--- config.mk ---
export PLATFORM = sky130hd
export DESIGN_NAME = alu_share_arb
export DESIGN_NICKNAME = d
export VERILOG_FILES = /design/src/rtl/alu_share_arb.sv
export SDC_FILE = /design/constraint.sdc
export NUM_CORES = 1
export LEC_CHECK = 0
export CAP_MARGIN = 0
export CORE_AREA = 2 2 124 126
export CTS_CLUSTER_SIZE = 28
export DETAILED_ROUTE_END_ITERATION = 12
export DIE_AREA = 0 0 126 128
export PLACE_DENSITY = 0.58
export SLEW_MARGIN = 30
export SYNTH_ARGS = -nofsm -noshare
export SYNTH_HDL_FRONTEND = slang
export SYNTH_SLANG_ARGS = --single-unit
--- constraint.sdc ---
create_clock -name clk -period 1.5 [get_ports clk]
set_clock_uncertainty 0.05 [all_clocks]
set_input_delay 0.225 -clock clk [delete_from_list [all_inputs] [get_ports clk]]
set_output_delay 0.225 -clock clk [all_outputs]
set_load 0.02 [all_outputs]
--- src/rtl/alu_share_arb.sv ---
// alu_share_arb: shares one combinational ALU between two valid/ready requesters
// (port 0 = execute datapath, port 1 = address/branch helper). One request is
// accepted in IDLE, the ALU result is registered and held on the winning
// response port until consumed.
// Optional build macro: ALU_ARB_RR_EN -> round-robin on contention; otherwise
// port 0 has fixed priority.
module alu_share_arb #(
  parameter int unsigned N   = 32,
  parameter int unsigned OPW = 3
) (
  input  logic           clk,
  input  logic           reset,
  input  logic           req0_valid,
  output logic           req0_ready,
  input  logic [N-1:0]   req0_src1,
  input  logic [N-1:0]   req0_src2,
  input  logic [OPW-1:0] req0_op,
  input  logic           req1_valid,
  output logic           req1_ready,
  input  logic [N-1:0]   req1_src1,
  input  logic [N-1:0]   req1_src2,
  input  logic [OPW-1:0] req1_op,
  output logic           rsp0_valid,
  input  logic           rsp0_ready,
  output logic [N-1:0]   rsp0_res,
  output logic [3:0]     rsp0_flags,
  output logic           rsp1_valid,
  input  logic           rsp1_ready,
  output logic [N-1:0]   rsp1_res,
  output logic [3:0]     rsp1_flags,
  output logic [N-1:0]   alu_src1,
  output logic [N-1:0]   alu_src2,
  output logic [OPW-1:0] alu_op,
  input  logic [N-1:0]   alu_res,
  input  logic [3:0]     alu_flags
);

  localparam int unsigned FW = 4;

  typedef enum logic {
    IDLE = 1'b0,
    RESP = 1'b1
  } state_e;

  state_e          state_q, state_d;
  logic            last_grant_q, last_grant_d;
  logic            rsp0_valid_q, rsp0_valid_d;
  logic            rsp1_valid_q, rsp1_valid_d;
  logic [N-1:0]    res_q, res_d;
  logic [FW-1:0]   flags_q, flags_d;
  logic            grant_c;
  logic            alu_sel1_c;
  logic            accept_c;

  // Arbitration: which port would win if a request were accepted this cycle
  always_comb begin
    grant_c = 1'b0;
`ifdef ALU_ARB_RR_EN
    if (req0_valid && req1_valid) begin
      grant_c = ~last_grant_q;
    end else begin
      grant_c = ~req0_valid;
    end
`else
    grant_c = ~req0_valid;
`endif
  end

  // Request handshake and ALU operand mux (port 0 operands when nothing is granted)
  always_comb begin
    req0_ready = (state_q == IDLE) && !reset && req0_valid && !grant_c;
    req1_ready = (state_q == IDLE) && !reset && req1_valid && grant_c;
    accept_c   = req0_ready || req1_ready;
    alu_sel1_c = (state_q == IDLE) && req1_valid && grant_c;
    alu_src1   = alu_sel1_c ? req1_src1 : req0_src1;
    alu_src2   = alu_sel1_c ? req1_src2 : req0_src2;
    alu_op     = alu_sel1_c ? req1_op   : req0_op;
  end

  // Next-state logic: capture the ALU on accept, release on response handshake
  always_comb begin
    state_d      = state_q;
    last_grant_d = last_grant_q;
    rsp0_valid_d = rsp0_valid_q;
    rsp1_valid_d = rsp1_valid_q;
    res_d        = res_q;
    flags_d      = flags_q;
    case (state_q)
      IDLE: begin
        if (accept_c) begin
          state_d      = RESP;
          last_grant_d = grant_c;
          res_d        = alu_res;
          flags_d      = alu_flags;
          rsp0_valid_d = ~grant_c;
          rsp1_valid_d = grant_c;
        end
      end
      RESP: begin
        if ((rsp0_valid_q && rsp0_ready) || (rsp1_valid_q && rsp1_ready)) begin
          state_d      = IDLE;
          rsp0_valid_d = 1'b0;
          rsp1_valid_d = 1'b0;
        end
      end
      default: state_d = IDLE;
    endcase
  end

  // State and result registers; reset drops any pending result
  always_ff @(posedge clk) begin
    if (reset) begin
      state_q      <= IDLE;
      last_grant_q <= 1'b1;
      rsp0_valid_q <= 1'b0;
      rsp1_valid_q <= 1'b0;
      res_q        <= '0;
      flags_q      <= '0;
    end else begin
      state_q      <= state_d;
      last_grant_q <= last_grant_d;
      rsp0_valid_q <= rsp0_valid_d;
      rsp1_valid_q <= rsp1_valid_d;
      res_q        <= res_d;
      flags_q      <= flags_d;
    end
  end

  // The shared result register feeds both response ports; only one is ever valid
  always_comb begin
    rsp0_valid = rsp0_valid_q;
    rsp1_valid = rsp1_valid_q;
    rsp0_res   = res_q;
    rsp1_res   = res_q;
    rsp0_flags = flags_q;
    rsp1_flags = flags_q;
  end

endmodule

==> impl_metrics.ini, run 1 <==
[layout]
instances_no_fill = 777
syn2layout_area_growth_pct = 152
layout_common_cells = clkdlybuf4s50_1 (173), dlygate4sd2_1 (76), mux2_4 (66), buf_6 (66), dfxtp_1 (38)
drive_gt1_share_pct = 31.3
nets = 763
final_common_cell = clkdlybuf4s50_1
finish.utilization_pct = 43.7

[routing]
drc_errors = 0
drtPass1Iterations = 4
wl_per_cell_um = 19.3
antenna_left = 0
via_count = 3331
wirelength_mm = 15.0
viasPerCell = 4.29
first_iter_violations = 189

[timing]
fmax_mhz = 498
hold_viol = 0
slew_viol_final = 0
max_slew_margin_pct = 72.5
period_share_pct = 134
fin_crit_ps = 2010
setup_viol = 68
worstMarginPinSlew_ps = 413
rsz0062_at_grt = true
timing.final.ws_setup_ps = -509

[synthesis]
synth_area_um2 = 2570
ys_seq_area_share_pct = 30.3
synth-seq-cells = 39
yosysWarnings = 0
synthesis.nets = 469
ys_types = 21
syn-mean-instance-area_um2 = 8.79
synth_cells = 293

[pwr]
power_per_cell_area_nw_per_um2 = 738
switching_share_pct = 30.0
power_leakage_nw = 2.94
max-vdd-ir-drop_v = 0.000422
power_frac_seq_pct = 24.4
p_sw_mw = 1.44
comb_power_share_pct = 47.3
p_int_mw = 3.35
pwr-share-clk_pct = 28.3

[floorplanning]
start_util_pct = 17.3
die_y_um = 128
ios = 319
fp.dieW_um = 126
fp.dieArea_um2 = 16100
rows = 45
coreArea_um2 = 14900

[clocking]
clock-root-buffer = clkbuf_16
cts_tree = done
cts_hold_buffers = 0
clock_sinks = 39
cts_buffers = 5
clk_pin_slew_worst_paths_ps = 60
clk_latency_ps = 270
clk_path_buf_depth = 2
cts.htree.levels = 2

[setup_path]
critPathMaxStageDelay_ps = 330
cp_common_cell = buf_6
worstPathArrival_ps = 1730
startpoint_type = register
critPathMaxFanout = 6
cp_cell_sequence = nor3b_4 -> buf_6 -> clkbuf_16 -> buf_12 -> mux2_4 -> buf_6
slowest_stage = dfxtp_2
critPathCaptureType = output port
crit_type = register to output port
required_ps = 1220

[grt]
first_global_vias = 3353
grt_pass1_wl_mm = 21.1
grt_util_all_layers_pct = 17.0
grt_max_degree = 39
antenna_found_initial = 1
grt_overflow = 0

[placed_design]
gp_congestion = 0.969
place_hpwl_mm = 11.6
numPortBuffers = 318
place_ws_ps = -1100
dp.cells = 758

[worst_hold_path]
min_path_type = register to register

[status]
outcome = finished with violations
violations = negative setup slack

[job]
max-cap-violations = 0
-- cells by family after synthesis --
logic type	count (synthesis)	share of synthesized area [%]
AOI/OAI and AO/OA	78	15.6
muxes	67	29.3
buffers and inverters	63	15.4
and+or+nand+nor	46	9.33
DFF	39	30.3
-- routing by layer --
metal / vias to the layer above / GRT usage (%) / share of wire, %
met4: 0 / 2.52 / 0.92
li1: 1603 / - / -
met5: - / 0 / 0
met2: 157 / 29.4 / 49
met1: 1561 / 22.3 / 43
met3: 10 / 3.55 / 6.8
-- worst max-delay path, delay by kind of cell, from the launching register on --
kind / cells / cell delay (ps)
multiplexers: 1 / 330
AND/OR/NAND/NOR: 1 / 190
buffers and inverters: 4 / 590
flip-flops: 1 / 330
-- final timing paths --
kind / from / end / slack, ps / cells past startpoint
worst max-delay path: state_q / alu_src2[31] / -510 / 6
worst min-delay path: rsp0_flags[2] / rsp0_flags[2] / 440 / 2
worst max register to register: state_q / rsp0_flags[1] / 160 / 5
worst min register to register: rsp0_flags[2] / rsp0_flags[2] / 440 / 2
-- timing repair --
item / CTS / global route
resized for setup: 481 / 83
setup endpoints to repair: 145 / 96
setup buffers: 5 / 1
pin swaps: 1 / 1
cloned: 3 / 3
-- through the flow --
step                hold WS (ps)  total power [mW]  setup TNS (ps)  cell area, µm²
finish                       445              4.79          -30560            6490
global route                 460              4.98          -33370            6490
CTS                          447              4.69          -31560            6220
detailed placement           441              3.28          -78660            5910
global placement             428              3.27          -77000            5910
floorplan                    317              2.12            -464            2620
-- layout make-up --
class / instances / area (µm²)
Fill cell: 1475 / 8370
Timing Repair Buffer: 349 / 3610
Multi-Input combinational cell: 191 / 1670
Sequential cell: 39 / 782
Tap cell: 188 / 235
Clock buffer: 6 / 129
Clock inverter: 2 / 60.1
Inverter: 1 / 3.75
Antenna cell: 1 / 2.50
-- Yosys cell counts --
library cell,number,share of area (%)
a21bo_2,1,0.39
or2_1,1,0.24
nor2b_1,2,0.49
dfxtp_1,39,30
mux2_2,59,26
nor2_1,3,0.44
a21oi_1,36,7.0
and2_1,1,0.24
buf_6,1,0.44
nor3b_2,1,0.49
buf_4,37,11
inv_1,1,0.15
mux2_1,8,3.5
o22a_1,1,0.34
clkbuf_1,13,1.9
nor3_1,1,0.19
buf_2,11,2.1
o21ai_0,39,7.6
or2_2,1,0.24
nand3_1,36,7.0
a211o_1,1,0.34
-- power groups by stage --
| stage | Clock (mW) | Combinational, mW | Sequential, mW |
|---|---|---|---|
| after floorplan | 0 | 0.855 | 1.27 |
| after global placement | 0 | 2.08 | 1.19 |
| after detailed placement | 0 | 2.08 | 1.20 |
| after CTS | 1.39 | 2.12 | 1.17 |
| after global routing | 1.43 | 2.37 | 1.18 |
| final | 1.36 | 2.27 | 1.17 |
-- flip-flops by register name, summed over array words and instances, names as in the netlist --
signal and count:
rsp0_flags 4, rsp0_res 32, rsp0_valid 1, rsp1_valid 1
state_q 1
Note: power is estimated with default switching activity, not from simulation.
==> inputs of run 2 (changes only) <==
- CORE_AREA: 2 2 124 126 -> 5 5 120 122
- DIE_AREA: 0 0 126 128 -> 0 0 125 127
- PLACE_DENSITY: 0.58 -> 0.64
==> impl_metrics.ini, run 2 (synthesis gave the netlist of run 1 again) <==
[pwr]
power.total_mw = 4.66
max-vdd-ir-drop_v = 0.000542
power_per_cell_area_nw_per_um2 = 740
power_leakage_nw = 2.83

[clocking]
cts.htree.levels = 2
clk_latency_ps = 270
clk_path_buf_depth = 2
cts_tree = done
clock-root-buffer = clkbuf_16
clk_pin_slew_worst_paths_ps = 60
clock_sinks = 39
cts_buffers = 5

[grt]
antenna_found_initial = 0
met3_usage_pct = 4.63
top_usage_layer = met2
grt_util_all_layers_pct = 17.0
first_global_vias = 3524
grt_overflow = 0
grt_max_degree = 38
grt_use_met1_pct = 20.3
grt_pass1_wl_mm = 21.3
use_met2_pct = 30.6

[setup_path]
required_ps = 1220
critPathCaptureType = output port
critPathMaxStageDelay_ps = 330
cp_cell_sequence = nor3b_4 -> buf_6 -> clkbuf_16 -> clkbuf_16 -> mux2_4 -> buf_6
slowest_stage = dfxtp_2
critPathTopFamily = buffers and inverters
crit_buf_inv = 4
worstPathArrival_ps = 1750
critPathMaxFanout = 6
crit_type = register to output port
startpoint_type = register

[timing]
max_slew_margin_pct = 73.7
hold_viol = 0
slew_viol_final = 0
rsz0062_at_grt = true
setup_viol = 68
fmax_mhz = 495
period_share_pct = 135
fin_crit_ps = 2020
worstMarginPinSlew_ps = 394
timing.final.ws_setup_ps = -520

[routing]
wirelength_mm = 15.2
viasPerCell = 4.43
via_count = 3399
drc_errors = 0
first_iter_violations = 185
drtPass1Iterations = 4
wl_per_cell_um = 19.8
antenna_left = 0

[layout]
nets = 767
layout_common_cells = clkdlybuf4s50_1 (172), dlygate4sd2_1 (77), buf_6 (55)
drive_gt1_share_pct = 31.4
final_common_cell = clkdlybuf4s50_1
antenna_cells = 0
finish.utilization_pct = 48.1
largest_reg_flops = 32
fill_cells = 1250
syn2layout_area_growth_pct = 144

[floorplanning]
fp.dieArea_um2 = 15900
coreArea_um2 = 13100
rows = 42
fp.dieW_um = 125
die_y_um = 127
ios = 319
start_util_pct = 19.7

[placed_design]
numPortBuffers = 318
place_hpwl_mm = 12.2
gp_congestion = 0.920

[status]
outcome = finished with violations
violations = negative setup slack

[job]
max-cap-violations = 0

[worst_hold_path]
min_path_type = register to register
[run 2: power by group]
| group | internal (mW) | total, mW | switching (mW) |
|---|---|---|---|
| registers | 1.11 | 1.17 | 0.0539 |
| clock network | 0.953 | 1.35 | 0.393 |
| logic | 1.21 | 2.15 | 0.939 |
| total | 3.27 | 4.66 | 1.39 |
[run 2: cell type report]
class                           instances  area (µm²)  area share (%)
Clock buffer                            6         129            2.05
Clock inverter                          2        60.1           0.954
Inverter                                1        3.75          0.0596
Multi-Input combinational cell        191        1580            25.1
Sequential cell                        39         782            12.4
Tap cell                              176         220            3.50
Timing Repair Buffer                  353        3520            55.9
[run 2: stage by stage]
step | setup slack [ps] | TNS [ps] | hold WS [ps] | cell area (µm²) | std cells
global route | -563 | -35950 | 469 | 6290 | 768
detailed placement | -973 | -74120 | 436 | 5900 | 750
CTS | -521 | -30210 | 443 | 6080 | 765
global placement | -972 | -72920 | 428 | 5900 | 750
floorplan | -8.45 | -464 | 317 | 2620 | 293
finish | -520 | -32930 | 439 | 6290 | 768
[run 2: what timing repair did]
action / 4_1_cts / 5_1_grt
cloned: 2 / 3
hold buffers: 0 / 0
pin swaps: 1 / 1
buffers inserted: 5 / 2
gates resized for setup: 450 / 55
endpoints found under the setup margin: 169 / 70
[run 2: routing by layer]
metal / share of wire [%] / vias to the layer above
met3: 7.2 / 18
met4: 1.6 / 0
met5: 0 / -
met1: 41 / 1618
met2: 50 / 158
li1: - / 1605
[run 2: worst register-to-register path: stages, from the launching register on]
cell and delay (ps):
dfxtp_2 330, buf_4 150, or2_1 250, buf_12 180, o21ai_0 220, a21oi_1 90
[run 2: final timing paths]
path	startpoint	end	slack, ps	depth (start not counted)
worst max-delay path	state_q	alu_src1[22]	-520	6
worst max register to register	state_q	rsp0_res[2]	110	5
worst min-delay path	rsp0_res[21]	rsp0_res[21]	440	2
worst min register to register	rsp0_res[21]	rsp0_res[21]	440	2
==> inputs of run 3 (changes only) <==
- RECOVER_POWER: default -> 50
==> results of run 3 <==
No change in the layout: final DEF, timing and power equal those of run 2.
